==> src/rtl/conv_result_writer_pkg.sv <==
// Shared constants for the convolution memory-control path.
// The state encodings are common to the read-address and result-writer FSMs.
package conv_result_writer_pkg;

  localparam int ADDR_SIZE  = 8;
  localparam int DATA_WIDTH = 16;
  localparam int IN_WIDTH   = 24;

  typedef enum logic [1:0] {
    WR_IDLE  = 2'd0,
    WR_WRITE = 2'd1,
    WR_DONE  = 2'd2
  } wr_state_e;

endpackage

==> src/rtl/conv_wr_addr_gen.sv <==
// Row-major tile address generator for the result writer.
// load snaps the tile geometry and restarts at (0,0).
// step advances one element.
// last flags the final element of the tile.
module conv_wr_addr_gen
  import conv_result_writer_pkg::*;
#(
  parameter int addrSize = ADDR_SIZE
) (
  input  logic                clk,
  input  logic                rst,
  input  logic                load,
  input  logic                step,
  input  logic [addrSize-1:0] base,
  input  logic [addrSize-1:0] stride,
  input  logic [addrSize-1:0] cols,
  input  logic [addrSize-1:0] rows,
  output logic [addrSize-1:0] addr,
  output logic                last
);

  localparam logic [addrSize-1:0] ONE = addrSize'(1);

  logic [addrSize-1:0] col, row, row_base;
  logic [addrSize-1:0] cols_q, rows_q, stride_q;
  logic                col_end, row_end;

  assign col_end = (col == cols_q - ONE);
  assign row_end = (row == rows_q - ONE);
  assign last    = col_end && row_end;

  // Geometry latch plus col/row/row-base/address counters; all sums wrap mod 2^addrSize.
  always_ff @(posedge clk or negedge rst) begin
    if (!rst) begin
      col      <= '0;
      row      <= '0;
      row_base <= '0;
      addr     <= '0;
      cols_q   <= '0;
      rows_q   <= '0;
      stride_q <= '0;
    end else if (load) begin
      col      <= '0;
      row      <= '0;
      row_base <= base;
      addr     <= base;
      cols_q   <= cols;
      rows_q   <= rows;
      stride_q <= stride;
    end else if (step) begin
      if (!col_end) begin
        col  <= col + ONE;
        addr <= addr + ONE;
      end else if (!row_end) begin
        col      <= '0;
        row      <= row + ONE;
        row_base <= row_base + stride_q;
        addr     <= row_base + stride_q;
      end
    end
  end

endmodule

==> src/rtl/conv_result_writer.sv <==
// Convolution result writer.
// Accepts a valid/ready result stream and writes it row-major into the output buffer.
// The tile sits at base, with stride between rows.
// Optional macro CONV_WR_SAT_EN saturates results to the signed write width instead of
// truncating them, and adds a sat_flag output.
module conv_result_writer
  import conv_result_writer_pkg::*;
#(
  parameter int addrSize  = ADDR_SIZE,
  parameter int dataWidth = DATA_WIDTH,
  parameter int inWidth   = IN_WIDTH
) (
  input  logic                 clk,
  input  logic                 rst,
  input  logic                 start,
  input  logic [addrSize-1:0]  base,
  input  logic [addrSize-1:0]  stride,
  input  logic [addrSize-1:0]  cols,
  input  logic [addrSize-1:0]  rows,
  input  logic                 in_valid,
  input  logic [inWidth-1:0]   in_data,
  output logic                 in_ready,
  output logic                 mem_we,
  output logic [addrSize-1:0]  mem_addr,
  output logic [dataWidth-1:0] mem_wdata,
`ifdef CONV_WR_SAT_EN
  output logic                 sat_flag,
`endif
  output logic                 busy,
  output logic                 done
);

  wr_state_e           state, state_nx;
  logic                load, accept, last;
  logic [addrSize-1:0] addr;
  logic [dataWidth-1:0] wdata_nx;

  conv_wr_addr_gen #(.addrSize(addrSize)) u_addr_gen (
    .clk    (clk),
    .rst    (rst),
    .load   (load),
    .step   (accept),
    .base   (base),
    .stride (stride),
    .cols   (cols),
    .rows   (rows),
    .addr   (addr),
    .last   (last)
  );

  assign accept = in_valid && in_ready;

`ifdef CONV_WR_SAT_EN
  localparam logic signed [inWidth-1:0] SMAX =
    {{(inWidth-dataWidth+1){1'b0}}, {(dataWidth-1){1'b1}}};
  localparam logic signed [inWidth-1:0] SMIN =
    {{(inWidth-dataWidth+1){1'b1}}, {(dataWidth-1){1'b0}}};
  logic sat_hi, sat_lo;

  // Clamp the accumulator value into the signed write range.
  always_comb begin
    sat_hi   = $signed(in_data) > SMAX;
    sat_lo   = $signed(in_data) < SMIN;
    wdata_nx = dataWidth'(in_data);
    if (sat_hi)      wdata_nx = {1'b0, {(dataWidth-1){1'b1}}};
    else if (sat_lo) wdata_nx = {1'b1, {(dataWidth-1){1'b0}}};
  end

  // Saturation indicator travels with the write strobe.
  always_ff @(posedge clk or negedge rst) begin
    if (!rst) sat_flag <= 1'b0;
    else      sat_flag <= accept && (sat_hi || sat_lo);
  end
`else
  assign wdata_nx = dataWidth'(in_data);
`endif

  // State register.
  always_ff @(posedge clk or negedge rst) begin
    if (!rst) state <= WR_IDLE;
    else      state <= state_nx;
  end

  // Next-state and handshake/status decode.
  always_comb begin
    state_nx = state;
    load     = 1'b0;
    in_ready = 1'b0;
    busy     = 1'b0;
    done     = 1'b0;
    case (state)
      WR_IDLE: begin
        if (start) begin
          load     = 1'b1;
          state_nx = (cols == '0 || rows == '0) ? WR_DONE : WR_WRITE;
        end
      end
      WR_WRITE: begin
        in_ready = 1'b1;
        busy     = 1'b1;
        if (accept && last) state_nx = WR_DONE;
      end
      WR_DONE: begin
        done     = 1'b1;
        state_nx = WR_IDLE;
      end
      default: state_nx = WR_IDLE;
    endcase
  end

  // Write port register: one cycle from accept to write; address/data hold between writes.
  always_ff @(posedge clk or negedge rst) begin
    if (!rst) begin
      mem_we    <= 1'b0;
      mem_addr  <= '0;
      mem_wdata <= '0;
    end else begin
      mem_we <= accept;
      if (accept) begin
        mem_addr  <= addr;
        mem_wdata <= wdata_nx;
      end
    end
  end

endmodule

==> config.mk <==
export PLATFORM = sky130hd
export DESIGN_NAME = conv_result_writer
export DESIGN_NICKNAME = d
export VERILOG_FILES = /design/src/rtl/conv_result_writer_pkg.sv /design/src/rtl/conv_wr_addr_gen.sv /design/src/rtl/conv_result_writer.sv
export SDC_FILE = /design/constraint.sdc
export NUM_CORES = 1
export LEC_CHECK = 0
export CAP_MARGIN = 20
export CORE_MARGIN = 5
export CORE_UTILIZATION = 68
export CTS_BUF_LIST = sky130_fd_sc_hd__clkbuf_16
export DETAILED_ROUTE_END_ITERATION = 8
export DONT_BUFFER_PORTS = 1
export PLACE_DENSITY = 0.81
export SETUP_SLACK_MARGIN = 0.02
export SLEW_MARGIN = 20
export SYNTH_ARGS = -nofsm -noshare
export SYNTH_HDL_FRONTEND = slang
export SYNTH_SLANG_ARGS = --single-unit
==> constraint.sdc <==
create_clock -name clk -period 7.2 [get_ports clk]
set_clock_uncertainty 0.05 [all_clocks]
set_input_delay 1.8 -clock clk [delete_from_list [all_inputs] [get_ports clk]]
set_output_delay 1.8 -clock clk [all_outputs]
set_load 0.01 [all_outputs]
# After elaboration in Yosys (flattened, before gate mapping)
# Cells that the tools add are included.
# word_totals
register_bits,83
latchBits,0
ramBits,0
romBits,0
memories,0
# classes
add_sub_neg,6
n_mul,0
div_mod_pow,0
order_cmp,0
eq_ne,8
n_shift,0
n_mux,23
bitwise,0
reduce_logical,12
# ops
operator,n
$mux 8,15
$add 8x1->8 const B,3
$eq 8x8->1,2
$logic_not 8->1,2
$sub 8x1->8 const B,2
$add 8x8->8,1
$mux 2,3
$ne 2x2->1 const B,3
$mux 1,4
$pmux 2 s2,1
$reduce_and 2->1,2
$reduce_bool 2->1,2
$logic_and 1x1->1,3
$ne 3x3->1 const B,1
$reduce_and 3->1,1
$eq 2x1->1 const B,1
$eq 2x2->1 const B,1
$logic_not 2->1,1
$logic_or 1x1->1,1

# Depth between registers and ports, before layout
# depth
word_depth,6
ltp_mapped,11
ltp_nobuf,10

# Modules after synthesis
# Synthesis repeated with hierarchy kept, for this count alone.
# unflattened
cells_unflattened,421
area_unflattened_um2,4618.2
# modules_own_cells
mod,n_inst,cells_each,area_per_inst_um2,seq_area_each_um2
conv_wr_addr_gen,1,352,3465.8,1401.3
conv_result_writer,1,69,1152.4,675.6

# Worst setup path before layout
# No wires, ideal clock.
# synth_path
path_kind,input-to-reg
from,input port in_valid
to,register u_addr_gen.row[5]
setup_ns,0.078
t_arrival_ns,3.180
required_ns,7.072
path_slack_ns,3.892
cell_stages,7
path_cell_list,nand2_1 -> or3_1 -> nor3_1 -> nand3_1 -> clkbuf_1 -> or3_1 -> a21oi_1
# synth_via
elab_chain_len,3
# synth_rtl
element,line_no,text
start: declaration,conv_result_writer.sv:20,"input logic in_valid,"
$logic_and 1x1->1,conv_result_writer.sv:51,assign accept = in_valid && in_ready;
$reduce_bool 2->1 (no source line),n/a,
$reduce_and 3->1 (no source line),n/a,
end signal: assignment,conv_wr_addr_gen.sv:56,row <= row + ONE;
end: declaration,conv_wr_addr_gen.sv:24,"logic [addrSize-1:0] col, row, row_base;"
# No other way between the ends.
# A chain may end at the register's enable or synchronous reset.

# Final worst setup path
# layout_path
from,register u_addr_gen.cols_q[2]
to,register u_addr_gen.addr[3]
# layout_via
elab_chain_len,5
elab_cells_between_ends,7
cone_classes,1 x add/sub; 2 x eq/ne; 3 x mux; 1 x reduce/logical
# layout_rtl
element,line_no,text
start: declaration,conv_wr_addr_gen.sv:25,"logic [addrSize-1:0] cols_q, rows_q, stride_q;"
start signal: assignment,conv_wr_addr_gen.sv:47,cols_q <= cols;
$sub 8x1->8 *,conv_wr_addr_gen.sv:28,assign col_end = (col == cols_q - ONE);
$eq 8x8->1 *,conv_wr_addr_gen.sv:28,
$mux 8,conv_wr_addr_gen.sv:51,if (!col_end) begin
$mux 8,conv_wr_addr_gen.sv:50,end else if (step) begin
$mux 8,conv_wr_addr_gen.sv:42,end else if (load) begin
end signal: assignment,conv_wr_addr_gen.sv:46,addr <= base;
end signal: assignment,conv_wr_addr_gen.sv:53,addr <= addr + ONE;
end signal: assignment,conv_wr_addr_gen.sv:58,addr <= row_base + stride_q;
end: declaration,conv_wr_addr_gen.sv:18,"output logic [addrSize-1:0] addr,"
# Every way passes the cells marked *; elsewhere a longest branch is shown, timed or not. The select of a mux whose other input is x is not followed.

==> results.yml <==
outcome:
  run_status: "completed"
routing:
  routed-wl-met2_um: 5020
  wl_met1_um: 4470
  route.top_layer_used: "met4"
  route.detailed.drc: 0
  drt.antenna.violating_nets: 0
  num_vias: 3648
  wirelength_um: 10300
  detailedRoute.firstIterationViolations: 323
  wl_met3_um: 652
  firstDrtPassIters: 5
  drt-wirelength-per-cell_um: 17.6
  route.detailed.vias_per_inst: 6.24
critical_path:
  worstSetupPathDepth: 7
  crit_fanout: 12
  max_stage_delay_ns: 0.67
  timing.critical_path.buf_inv: 0
  worstSetupStartpointType: "register"
  standard_cell_with_the_maximum_stage_delay_on_the_critical_path: "sky130_fd_sc_hd__a2111o_1"
  rr_worst_depth: 7
  crit_chain: "or4_4 -> o21a_1 -> or4_4 -> a2111o_1 -> o21ai_2 -> mux2i_1 -> a21oi_1"
  worst_ep_required_time_ns: 7.36
  critical_path_class: "reg2reg"
  critPathTopFamily: "compound AO/OA/AOI/OAI gates"
  crit_end_element: "register"
  crit_path_frequent_cell: "sky130_fd_sc_hd__or4_4"
  worst_ep_arrival_time_ns: 3.83
power:
  leakagePower_nw: 2.19
  vdd_ir_drop_max_uv: 310
  finalPower_mw: 1.98
  power_density_mw_per_mm2: 412
synthesis:
  post_synth_arst_share_pct: 100
  synthDominantAreaCellType: "sky130_fd_sc_hd__dfrtp_1"
  synth_fp_nets: 585
  synth.yosys.seq_area_share_pct: 46.2
  ys_dominant_reg_cell: "sky130_fd_sc_hd__dfrtp_1"
  synth.ff_latch_count: 83
  synth_edf_count: 0
  syn-cell-area_sq_mm: 0.00449
  yosys.cell_count.top_type: "sky130_fd_sc_hd__nand2_1"
  count_of_warnings_emitted_by_yosys: 0
  synthTopCellsByArea: "sky130_fd_sc_hd__dfrtp_1, sky130_fd_sc_hd__nand2_1, sky130_fd_sc_hd__ha_1, sky130_fd_sc_hd__xnor2_1, sky130_fd_sc_hd__xor2_1"
  synth_top_cell_area_share_pct: 46.2
  synthDistinctLibCells: 59
  netlist_instances: 512
  ys_top_cells_by_count: "sky130_fd_sc_hd__nand2_1, sky130_fd_sc_hd__dfrtp_1, sky130_fd_sc_hd__a21oi_1, sky130_fd_sc_hd__nor2_1, sky130_fd_sc_hd__o21ai_0"
  syn_area_per_cell_sq_um: 8.77
clock_network:
  clkLatencyLatePin_ns: 0.34
  tritoncts_clock_tree: "done"
  cts-buffers-inserted: 9
  cts.root.buffer_cell: "sky130_fd_sc_hd__clkbuf_16"
  cts.repair_timing.setup_buffer_count: 0
  cts_resized: 0
  clock_tree.buffer_depth: 2
  ctsHtreeMaxLevel: 3
  cts.clk_slew.worst_paths_ns: 0.06
  cts_sink_cnt: 83
  post_cts_hold_fix_bufs: 0
hold_path:
  hold_depth: 2
  hold_class: "reg2reg"
floorplanning:
  die-area_sq_mm: 0.00833
  die_height_um: 91.3
  start_util_pct: 70.3
  io_pins: 88
  chipWidth_um: 91.3
  std_cell_rows: 29
  core_area_sq_mm: 0.00639
place:
  place.detailed.hpwl_um: 6890
  detailed_place.area_sq_mm: 0.00450
  port_buffers: 0
  place_congestion: 0.855
  dpl_worst_slack_ns: 2.93
global_routing:
  global_route_wire_length_before_repair_um: 17000
  grt_util_all_layers_pct: 25.1
  grt_overflow_total: 0
  grt_start_max_net_pins: 84
  first_global_vias: 3495
  antenna_violations_before_repair: 0
finish:
  ff_latch_area_sq_mm: 0.00208
  layout.nets: 576
  postLayoutCellArea_sq_mm: 0.00480
  ratio_of_cells_with_drive_above_1_in_the_final_layout_pct: 5.51
  multi_input_comb_area_sq_mm: 0.00224
  fillCellCount: 444
  antenna-diode-count: 0
  areaGrowthSynthToFinish_pct: 6.96
sta:
  grt_setup_unrepaired: "false"
  tightest_slew_ns: 1.04
  final-setup-viol-count: 0
  final_critical_path_share_of_the_clock_period_pct: 51.0
  accumulated_negative_setup_slack_ns: 0
  final_worst_path_setup_slack_ns: 3.53
  hold_viol: 0
  maxSlewHeadroom_pct: 30.3
  achievable-frequency_ghz: 0.272
  timing.final.max_slew_violations: 0
  min_period_ns: 3.67
job:
  drv_cap: 0
power by group:
group,total (mW),internal [mW],switching (mW)
Combinational,0.714,0.315,0.399
Sequential,0.799,0.619,0.180
Clock,0.465,0.271,0.194
layout by cell type (no fill, tap or decap), types with 2 or more instances in the layout:
cell and instances:
sky130_fd_sc_hd__mux2_2 3, sky130_fd_sc_hd__o211ai_1 5, sky130_fd_sc_hd__o21ai_0 23, sky130_fd_sc_hd__mux2i_1 9, sky130_fd_sc_hd__nand3_1 11, sky130_fd_sc_hd__a32oi_1 2, sky130_fd_sc_hd__inv_1 17, sky130_fd_sc_hd__clkbuf_16 9
sky130_fd_sc_hd__xor2_1 16, sky130_fd_sc_hd__a21o_1 3, sky130_fd_sc_hd__buf_4 3, sky130_fd_sc_hd__or4_1 2, sky130_fd_sc_hd__nand2_1 154, sky130_fd_sc_hd__and4_1 3, sky130_fd_sc_hd__nand4_1 5, sky130_fd_sc_hd__nand2b_1 4
sky130_fd_sc_hd__xnor2_1 16, sky130_fd_sc_hd__nor2_1 23, sky130_fd_sc_hd__dfrtp_1 83, sky130_fd_sc_hd__o2bb2ai_1 2, sky130_fd_sc_hd__o21a_1 2, sky130_fd_sc_hd__nor4_1 7, sky130_fd_sc_hd__or4_4 2, sky130_fd_sc_hd__a211oi_1 4
sky130_fd_sc_hd__o21bai_1 2, sky130_fd_sc_hd__nor2b_1 3, sky130_fd_sc_hd__and3_1 2, sky130_fd_sc_hd__ha_1 12, sky130_fd_sc_hd__o2111ai_1 3, sky130_fd_sc_hd__inv_6 3, sky130_fd_sc_hd__or3_1 6, sky130_fd_sc_hd__nor3_1 14
sky130_fd_sc_hd__a21oi_1 26, sky130_fd_sc_hd__clkinvlp_4 2
metrics by stage:
stage / util (%) / instances / hold WS, ns
after detailed placement: 70.5 / 569 / 0.443
after global routing: 75.2 / 585 / 0.471
after CTS: 75.2 / 585 / 0.457
final: 75.2 / 585 / 0.450
after floorplan: - / 512 / 0.402
after global placement: 70.5 / 569 / 0.425
per-layer routing:
metal / global-route usage, % / vias to the layer above
li1: - / 1740
met1: 34.1 / 1769
met2: 40.1 / 122
met3: 5.12 / 17
met4: 9.05 / 0
met5: 0 / -
cell type report:
cell class,instances,area share [%]
Clock buffer,9,4.69
Clock inverter,7,1.56
Inverter,17,1.33
Multi-Input combinational cell,389,46.7
Sequential cell,83,43.2
Tap cell,77,2.01
Timing Repair Buffer,3,0.469
path summary, 6_finish.rpt:
| check | start | end | slack [ns] |
|---|---|---|---|
| min | u_addr_gen.stride_q[0] | u_addr_gen.stride_q[0] | 0.45 |
| min reg2reg | u_addr_gen.stride_q[0] | u_addr_gen.stride_q[0] | 0.45 |
| min in group asynchronous | rst | u_addr_gen.row[3] | 1.10 |
| max in group asynchronous | rst | u_addr_gen.row_base[2] | 5.84 |
| max reg2reg | u_addr_gen.cols_q[2] | u_addr_gen.addr[3] | 3.53 |
| max | u_addr_gen.cols_q[2] | u_addr_gen.addr[3] | 3.53 |
cell families after synthesis:
logic type | after synthesis | synth area share [%]
simple gates | 244 | 24.2
compound gates | 88 | 12.9
mux | 12 | 2.76
buf+inv | 40 | 3.87
xor+xnor | 32 | 6.24
fa+ha+maj | 13 | 3.79
flops | 83 | 46.2
tightest hold or removal path: cells and delay by family (launching register included):
kind             cells  cell delay (ns)
flip-flops           1             0.36
AND/OR/NAND/NOR      2             0.11
registers in the layout, summed over array words and instances (netlist names), 8 cells and up:
signal / cells
u_addr_gen.row: 8
u_addr_gen.addr: 8
mem_wdata: 16
mem_addr: 8
u_addr_gen.row_base: 8
u_addr_gen.col: 8
u_addr_gen.stride_q: 8
u_addr_gen.rows_q: 8
u_addr_gen.cols_q: 8
Power figures use the tool's default switching activity.
